File: src/rtl/mips_mem_pkg.sv
// ============================================================================
// Module      : mips_mem_pkg
// Description : Shared types and constants for the MIPS memory responder.
// Revision    : 1.0 - initial release
// ============================================================================
`default_nettype none

package mips_mem_pkg;

  typedef enum logic {LOAD, SERVE} mem_state_t;

  localparam int MEM_DEPTH_DEFAULT = 128;
  localparam int MEM_WORD_W        = 32;

endpackage

`default_nettype wire

File: src/rtl/mips_mem_array.sv
// ============================================================================
// Module      : mips_mem_array
// Description : Word storage, one write port and one synchronous read port,
//               read-before-write, contents survive reset.
// Revision    : 1.0 - initial release
// ============================================================================
`default_nettype none

module mips_mem_array
  import mips_mem_pkg::*;
#(
  parameter int DEPTH = MEM_DEPTH_DEFAULT,
  parameter int AW    = $clog2(DEPTH)
) (
  input  logic                  clk,
  input  logic                  i_we,
  input  logic [AW-1:0]         i_waddr,
  input  logic [MEM_WORD_W-1:0] i_wdata,
  input  logic                  i_re,
  input  logic [AW-1:0]         i_raddr,
  output logic [MEM_WORD_W-1:0] o_rdata
);

  logic [MEM_WORD_W-1:0] r_mem [DEPTH];
  logic [MEM_WORD_W-1:0] r_rdata;

  // Both updates on the same edge: a colliding read sees the old word.
  always_ff @(posedge clk) begin
    if (i_re) r_rdata <= r_mem[i_raddr];
    if (i_we) r_mem[i_waddr] <= i_wdata;
  end

  assign o_rdata = r_rdata;

endmodule

`default_nettype wire

File: src/rtl/mips_mem_responder.sv
// ============================================================================
// Module      : mips_mem_responder
// Description : Preloadable word memory serving the MIPS external memory
//               interface with range checking and access counters.
// Revision    : 1.0 - initial release
// ============================================================================
`default_nettype none

module mips_mem_responder
  import mips_mem_pkg::*;
#(
  parameter int DEPTH = MEM_DEPTH_DEFAULT,
  parameter int AW    = $clog2(DEPTH),
  parameter int CNT_W = 16
) (
  input  logic                  clk,
  input  logic                  reset,
  input  logic [31:0]           addr,
  input  logic                  memread,
  input  logic                  memwrite,
  input  logic [MEM_WORD_W-1:0] writedata,
  output logic [MEM_WORD_W-1:0] memdata,
  input  logic                  ld_valid,
  output logic                  ld_ready,
  input  logic [AW-1:0]         ld_addr,
  input  logic [MEM_WORD_W-1:0] ld_data,
  input  logic                  ld_last,
  output logic                  run,
  output logic                  oob_err,
  output logic [CNT_W-1:0]      rd_count,
  output logic [CNT_W-1:0]      wr_count
);

  localparam logic [31:0] c_depth = 32'(DEPTH);

  mem_state_t            r_state;
  mem_state_t            w_state_nxt;
  logic                  w_we;
  logic [AW-1:0]         w_waddr;
  logic [MEM_WORD_W-1:0] w_wdata;
  logic                  w_in_range;
  logic                  w_rd_acc;
  logic                  w_wr_acc;
  logic                  w_re;
  logic [MEM_WORD_W-1:0] w_rdata;
  logic                  r_zero;
  logic                  r_oob;
  logic [CNT_W-1:0]      r_rd_count;
  logic [CNT_W-1:0]      r_wr_count;

  assign w_in_range = (addr < c_depth);
  assign w_rd_acc   = (r_state == SERVE) && memread;
  assign w_wr_acc   = (r_state == SERVE) && memwrite;
  assign w_re       = w_rd_acc && w_in_range;

  always_ff @(posedge clk or posedge reset) begin
    if (reset) r_state <= LOAD;
    else       r_state <= w_state_nxt;
  end

  // Write-source mux: preload channel in LOAD, processor port in SERVE.
  always_comb begin
    w_state_nxt = r_state;
    w_we        = 1'b0;
    w_waddr     = ld_addr;
    w_wdata     = ld_data;
    case (r_state)
      LOAD: begin
        w_we = ld_valid;
        if (ld_valid && ld_last) w_state_nxt = SERVE;
      end
      SERVE: begin
        w_we    = w_wr_acc && w_in_range;
        w_waddr = addr[AW-1:0];
        w_wdata = writedata;
      end
      default: w_state_nxt = LOAD;
    endcase
  end

  mips_mem_array #(
    .DEPTH (DEPTH),
    .AW    (AW)
  ) u_array (
    .clk     (clk),
    .i_we    (w_we),
    .i_waddr (w_waddr),
    .i_wdata (w_wdata),
    .i_re    (w_re),
    .i_raddr (addr[AW-1:0]),
    .o_rdata (w_rdata)
  );

  // The array read register has no reset, so r_zero forces memdata to zero
  // after reset and after an out-of-range read until the next valid read.
  always_ff @(posedge clk or posedge reset) begin
    if (reset) begin
      r_zero     <= 1'b1;
      r_oob      <= 1'b0;
      r_rd_count <= '0;
      r_wr_count <= '0;
    end else begin
      if (w_rd_acc) begin
        r_zero <= !w_in_range;
        if (r_rd_count != '1) r_rd_count <= r_rd_count + CNT_W'(1);
      end
      if (w_wr_acc && (r_wr_count != '1)) r_wr_count <= r_wr_count + CNT_W'(1);
      if ((w_rd_acc || w_wr_acc) && !w_in_range) r_oob <= 1'b1;
    end
  end

  assign memdata  = r_zero ? '0 : w_rdata;
  assign ld_ready = (r_state == LOAD);
  assign run      = (r_state == SERVE);
  assign oob_err  = r_oob;
  assign rd_count = r_rd_count;
  assign wr_count = r_wr_count;

endmodule

`default_nettype wire
File: config.mk
export PLATFORM = sky130hd
export DESIGN_NAME = mips_mem_responder
export DESIGN_NICKNAME = d
export VERILOG_FILES = /design/src/rtl/mips_mem_pkg.sv /design/src/rtl/mips_mem_array.sv /design/src/rtl/mips_mem_responder.sv
export SDC_FILE = /design/constraint.sdc
export NUM_CORES = 2
export LEC_CHECK = 0
export ABC_AREA = 0
export ABC_CLOCK_PERIOD_IN_PS = 5000
export BUFFER_PORTS_ARGS = -buffer_cell sky130_fd_sc_hd__buf_2
export CAP_MARGIN = 30
export CORE_ASPECT_RATIO = 1.25
export CORE_MARGIN = 3
export CORE_UTILIZATION = 45
export DETAILED_ROUTE_END_ITERATION = 7
export GPL_TIMING_DRIVEN = 0
export SLEW_MARGIN = 0
export SYNTH_ARGS = -nofsm -noshare
export SYNTH_HDL_FRONTEND = slang
export SYNTH_SLANG_ARGS = --single-unit
File: constraint.sdc
create_clock -name clk -period 5 [get_ports clk]
set_input_delay 0 -clock clk [delete_from_list [all_inputs] [get_ports clk]]
set_output_delay 0 -clock clk [all_outputs]
set_load 0.02 [all_outputs]
## Word level (Yosys, flattened, before mapping)

Memory sizes are Yosys's and may differ from the RTL's. A register that Yosys moved wholly into a read port is not among the register bits.
Index checks and enable logic that the tools add are counted.

| cells by class | value |
|---|---|
| $add $sub $neg | 2 |
| bitwise operators | 1 |
| reductions and logical operators | 10 |
| muxes and demuxes | 8 |
| $lt $le $gt $ge | 1 |
| div/mod/pow operators | 0 |
| shifts and indexed selects | 0 |
| eq/ne operators | 2 |
| multipliers | 0 |

Operators by type and width:

| cell | number |
|---|---|
| $mux 32 | 2 |
| $add 16x1->16 const B | 2 |
| $lt 32x8->1 const B | 1 |
| $ne 16x16->1 const B | 2 |
| $logic_and 1x1->1 | 7 |
| $mux 7 | 1 |
| $mux 1 | 4 |
| $pmux 1 s2 | 1 |
| $reduce_and 2->1 | 1 |
| $logic_not 1->1 | 1 |
| $logic_or 1x1->1 | 1 |
| $not 1->1 | 1 |

| word-level totals | value |
|---|---|
| latch bits | 0 |
| word-level logic and storage cells | 30 |
| memories | 1 |
| input bits | 109 |
| bits in registers | 35 |
| memory bits (read-only) | 0 |
| RAM bits | 4096 |
| output and inout bits | 67 |

Memories:

| memory | words | bits a word | read ports | clocked after Yosys merged registers in | write ports | line | source |
|---|---|---|---|---|---|---|---|
| u_array.r_mem | 128 | 32 | 1 | 1 | 1 | mips_mem_array.sv:24 | `logic [MEM_WORD_W-1:0] r_mem [DEPTH];` |

## Longest topological paths before layout

| depth | value |
|---|---|
| depth in word-level cells | 5 |
| gate-level depth with buffers | 8 |
| mapped depth without buffers | 6 |

## Hierarchy

A second synthesis with hierarchy kept.

| second synthesis, totals | value |
|---|---|
| cells, all modules | 6239 |
| area total of the unflattened synthesis | 159061.3 um^2 |

Modules (own cells, without submodules):

| module | sequential area each (um^2) | cells each | area an instance (um^2) | instances |
|---|---|---|---|---|
| mips_mem_array | 123958.9 | 5990 | 156596.4 | 1 |
| mips_mem_responder | 877.1 | 249 | 2464.9 | 1 |

## Least setup slack after synthesis

No wires, ideal clock.

| path | value |
|---|---|
| kind | register -> register |
| start | register r_state (netlist: run) |
| end | memory u_array.r_mem[42][0], enable pin |
| cell stages (with the launch flop) | 7 |
| path slack | 1.057 ns |
| data arrival time | 3.522 ns |
| required time | 4.579 ns |
| setup time | 0.421 ns |
| path through | dfrtp_1 > clkbuf_1 > nand2_1 > o32ai_1 > nand3_1 > clkbuf_1 > nor2_1 |

| between the ends | value |
|---|---|
| longest elaborated chain between the ends | 5 |
| elaborated cells on any way between the ends | 7 |
| those cells by class | mux: 4; bitwise: 1; reduce/logical: 2 |

Ends and longest elaborated chain:

| item | line | source |
|---|---|---|
| start, declared | mips_mem_responder.sv:36 | `mem_state_t r_state;` |
| start signal, assigned | mips_mem_responder.sv:58 | `else r_state <= w_state_nxt;` |
| $logic_and 1x1->1 | mips_mem_responder.sv:53 | `assign w_wr_acc = (r_state == SERVE) && memwrite;` |
| $logic_and 1x1->1 | mips_mem_responder.sv:73 | `w_we = w_wr_acc && w_in_range;` |
| $pmux 1 s2 | mips_mem_responder.sv:67 | `case (r_state)` |
| $mux 1 | mips_mem_array.sv:30 | `if (i_we) r_mem[i_waddr] <= i_wdata;` |
| $mux 1 (implied by the code) | mips_mem_array.sv:30 |  |
| end, declared | mips_mem_array.sv:24 |  |

Parallel ways exist; a longest one is shown, timed or not.

## Final worst setup path

| path | value |
|---|---|
| start | register r_state (netlist: run) |
| end | memory u_array.r_mem[36][12], enable pin |

The elaborated chain is that of the path after synthesis.

==> results by stage <==
Setup path:
- The type of destination of the critical path is a flip-flop.
- The standard cell with the maximum stage delay on the critical path is sky130_fd_sc_hd__nor2_4.
- The category of cells accounting for the largest share of critical-path delay is simple AND/OR/NAND/NOR gates.
- The minimum setup slack among reg-to-reg paths is 20 ps.
- At the worst endpoint, the required time is 5590 ps.
- The arrival time at the worst endpoint is 5570 ps.
- The type of the worst setup path is reg -> reg.
- The number of buffers and inverters on the critical path is 3.
- In this design, the stage delay of the slowest critical-path cell is 910 ps.
- The worst setup path is launched from a flip-flop.
- In this run the worst path has a maximum fanout of 19.
- The critical path goes through nand2_1 > o32ai_2 > buf_6 > nand3_1 > clkbuf_2 > nor2_4 > buf_16.

CTS:
- Buffers inserted during clock tree synthesis total 389.
- The TritonCTS clock tree is built.
- The H-tree depth is 5.
- For the worst-skew pair, the clock arrives at the later sink with an insertion delay of 920 ps.
- The total number of clock tree sinks is 4163.
- The tree is rooted in a sky130_fd_sc_hd__clkbuf_16.
- After clock tree synthesis, the clock-pin slew on the worst setup and hold paths is 60 ps.
- No sink is reached through more buffers than the 4 on the longest clock path.

Logic synthesis:
- The cell count after synthesis came out at 6233.
- The number of synthesized register bits is 4163.
- Summing the sequential cell areas from Yosys gives 78.6% of the chip area.
- The mapped netlist covers 0.159 mm².
- During synthesis, Yosys emitted a total of 0 warnings.
- The mean cell area of the mapped netlist is 25.5 µm².
- The netlist uses 40 different library cells.
- Counting every net in the synthesized netlist gives 6344.

Drt:
- The first routing iteration left 8794 violations.
- Using the TritonRoute via totals, the vias-per-cell ratio works out to 6.00.
- The via count is 73100.
- The total wirelength of the detailed-routed design is 427000 µm.
- The pre-antenna-repair detailed-routing pass consisted of 5 iterations.
- The number of nets with antenna violations after routing is 0.
- The post-detailed-route DRC marker count is 0.
- The per-cell routed wire length is 35.0 µm.

Final layout:
- In the layout the commonest cells are sky130_fd_sc_hd__edfxtp_1 (4128), sky130_fd_sc_hd__mux4_2 (1344), sky130_fd_sc_hd__clkbuf_16 (401).
- The end-of-flow core utilization is 53.0%.
- The fill cell total of the finished layout is 26100.
- The fraction of final layout cells sized beyond drive strength 1 is 35.5%.
- Once layout is done, the placed cells without fillers occupy 0.186 mm².
- The final standard cell count with taps included and fillers excluded is 12200.
- The library cell used most frequently in the layout, excluding fill and tap cells, is sky130_fd_sc_hd__edfxtp_1.
- For this run, the post-layout net count is 7271.
- Compared with the post-synthesis result, the final layout area differs by 17.1%.

Placed design:
- The count of port buffers added during placement is 169.
- The weighted congestion reported at the end of routability-driven placement is 0.887.
- The post-DP HPWL is 305000 µm.
- The post-detailed-placement cell area is 0.172 mm².
- After detailed placement, the design holds a cell count of 11300.
- The minimum setup slack after placement is -860 ps.

Global routing:
- The via count of the first global-routing pass was 75800.
- The total routing resource utilization after global routing is 23.6%.
- The number of antenna violations at the first check in global routing came to 61.
- The first global-routing pass estimated 591000 µm of wire.
- Global routing finished with a remaining overflow of 0.
- The largest net degree at the start of global routing is 100.

Floorplan:
- The number of top-level pins is 176.
- The chip width is 538 µm.
- The region available for standard cell placement spans 0.351 mm².
- The die is 670 µm tall.
- The die covers 0.360 mm².
- For this configuration, the core starts out at a cell density of 45.3%.
- Row generation in the floorplan step produced 243 rows.

Timing:
- The worst slew margin relative to its limit is 25.2%.
- The final setup violation count is 0.
- The worst path in the final design needs a cycle of 4980 ps, including I/O delays and setup.
- The worst setup slack after layout is 20.2 ps.
- The transition time at the pin with the least slew margin is 1110 ps.
- The final number of max-transition violations is 0.
- After layout, the worst path uses 99.6% of the clock period.
- Setup repair after global routing left no endpoint under its margin.
- The achievable clock frequency is 201 MHz.
- On the final layout, the worst clock skew is 56.2 ps.
- The number of hold-slack violations in the final timing report is 0.

Run status:
- The flow ran to the end, and the final reports show no timing, DRC or antenna violations.

Power:
- Across the VDD grid, the largest voltage drop is 0.272 mV.
- The design draws 72.2 mW.
- The analysis attributes to cell leakage a power of 57.5 nW.
- The total power density per cell area is 388 mW/mm².

Flow run:
- The number of max-cap violations is 0.

Min path:
- The path class of the lowest-slack min-delay path is in -> reg.
## logic make-up (layout without fill, tap and decap cells)
| kind of cell | after synthesis | in the layout | share of synthesized area [%] |
|---|---|---|---|
| other | 0 | 71 | 0 |
| adders and majority gates | 2 | 2 | 0.0157 |
| AOI/OAI and AO/OA | 20 | 20 | 0.0913 |
| muxes | 1412 | 1412 | 19.5 |
| xor gates and xnor gates | 30 | 30 | 0.165 |
| buffers and inverters | 333 | 1571 | 0.865 |
| and+or+nand+nor | 273 | 273 | 0.779 |
| DFF | 4163 | 4163 | 78.6 |
## worst paths after layout
check,start,to,cells past startpoint
worst max-delay path,run,u_array.r_mem[36][12],7
worst min-delay path,ld_data[3],u_array.r_mem[0][3],2
worst max register to register,run,u_array.r_mem[36][12],7
worst min register to register,oob_err,oob_err,1
max in group asynchronous,reset,r_zero,5
min in group asynchronous,reset,wr_count[8],4
## final cells by class
type | instances | area (µm²) | area share, %
multi-input combinational | 1737 | 33900 | 18.2
buffer | 323 | 1370 | 0.734
timing repair buffer | 537 | 7440 | 4.00
tap | 4655 | 5820 | 3.13
antenna | 71 | 178 | 0.0955
inverter | 9 | 35.0 | 0.0188
sequential | 4163 | 125000 | 67.1
clock buffer | 469 | 10300 | 5.56
clock inverter | 233 | 2180 | 1.17
## timing repair
action	CTS	global route
endpoints found under the hold margin	2046	0
endpoints found under the setup margin	2669	0
setup buffers	28	0
resized for setup	2	0
hold buffers	87	0
## metrics by stage
| stage | hold slack (ps) | setup TNS, ps |
|---|---|---|
| after CTS | 0.0529 | 0 |
| after global placement | 232 | - |
| after detailed placement | 70.3 | -621080 |
| after global routing | 49.1 | 0 |
| after floorplan | 114 | 0 |
| final | 42.8 | 0 |
## worst register-to-register path: stages (launching register included)
cell                       delay, ps
sky130_fd_sc_hd__dfrtp_2         730
sky130_fd_sc_hd__nand2_1         320
sky130_fd_sc_hd__o32ai_2         620
sky130_fd_sc_hd__buf_6           270
sky130_fd_sc_hd__nand3_1         730
sky130_fd_sc_hd__clkbuf_2        770
sky130_fd_sc_hd__nor2_4          940
sky130_fd_sc_hd__buf_16          250
## synth_stat cells (all sizes together)
library cell	n	share of area (%)
a2111oi	1	0.0055
a211oi	2	0.0094
a21oi	3	0.0094
a22o	2	0.011
a32o	2	0.013
and2	1	0.0039
and3	5	0.020
and4	5	0.028
and4b	1	0.0063
buf	150	0.43
clkbuf	174	0.41
clkinv	1	0.0024
dfrtp	34	0.54
dfstp	1	0.017
edfxtp	4128	78
ha	2	0.016
inv	8	0.019
mux2	67	0.47
mux2i	1	0.0063
mux4	1344	19
nand2	42	0.099
nand2b	3	0.012
nand3	25	0.079
nand4	8	0.031
nor2	139	0.33
nor2b	33	0.13
nor3	3	0.0094
nor4	5	0.020
o21ai	4	0.013
o221ai	1	0.0055
o22ai	1	0.0039
o31ai	1	0.0047
o32ai	3	0.017
or2	1	0.0039
or3	1	0.0039
or4	1	0.0047
xnor2	23	0.13
xor2	7	0.039
## sequential cells by signal, indices dropped and copies added (netlist names)
name             cells
u_array.o_rdata     32
oob_err              1
u_array.r_mem     4096
wr_count            16
run                  1
r_zero               1
rd_count            16
## metal layers
layer / global-route usage (%) / vias to the layer above / wire length, µm
li1: - / 29200 / -
met1: 29.7 / 40100 / 154000
met2: 40.4 / 3202 / 221000
met3: 4.84 / 618 / 34300
met4: 9.07 / 12 / 17900
met5: 0 / - / 67
## power by group
part | total, mW | internal [mW] | switching [mW]
Sequential | 38.5 | 38.4 | 0.0736
Clock | 29.6 | 16.9 | 12.6
Combinational | 4.15 | 1.61 | 2.54
Total | 72.2 | 56.9 | 15.3
No activity file was read; power rests on OpenSTA's default activity.
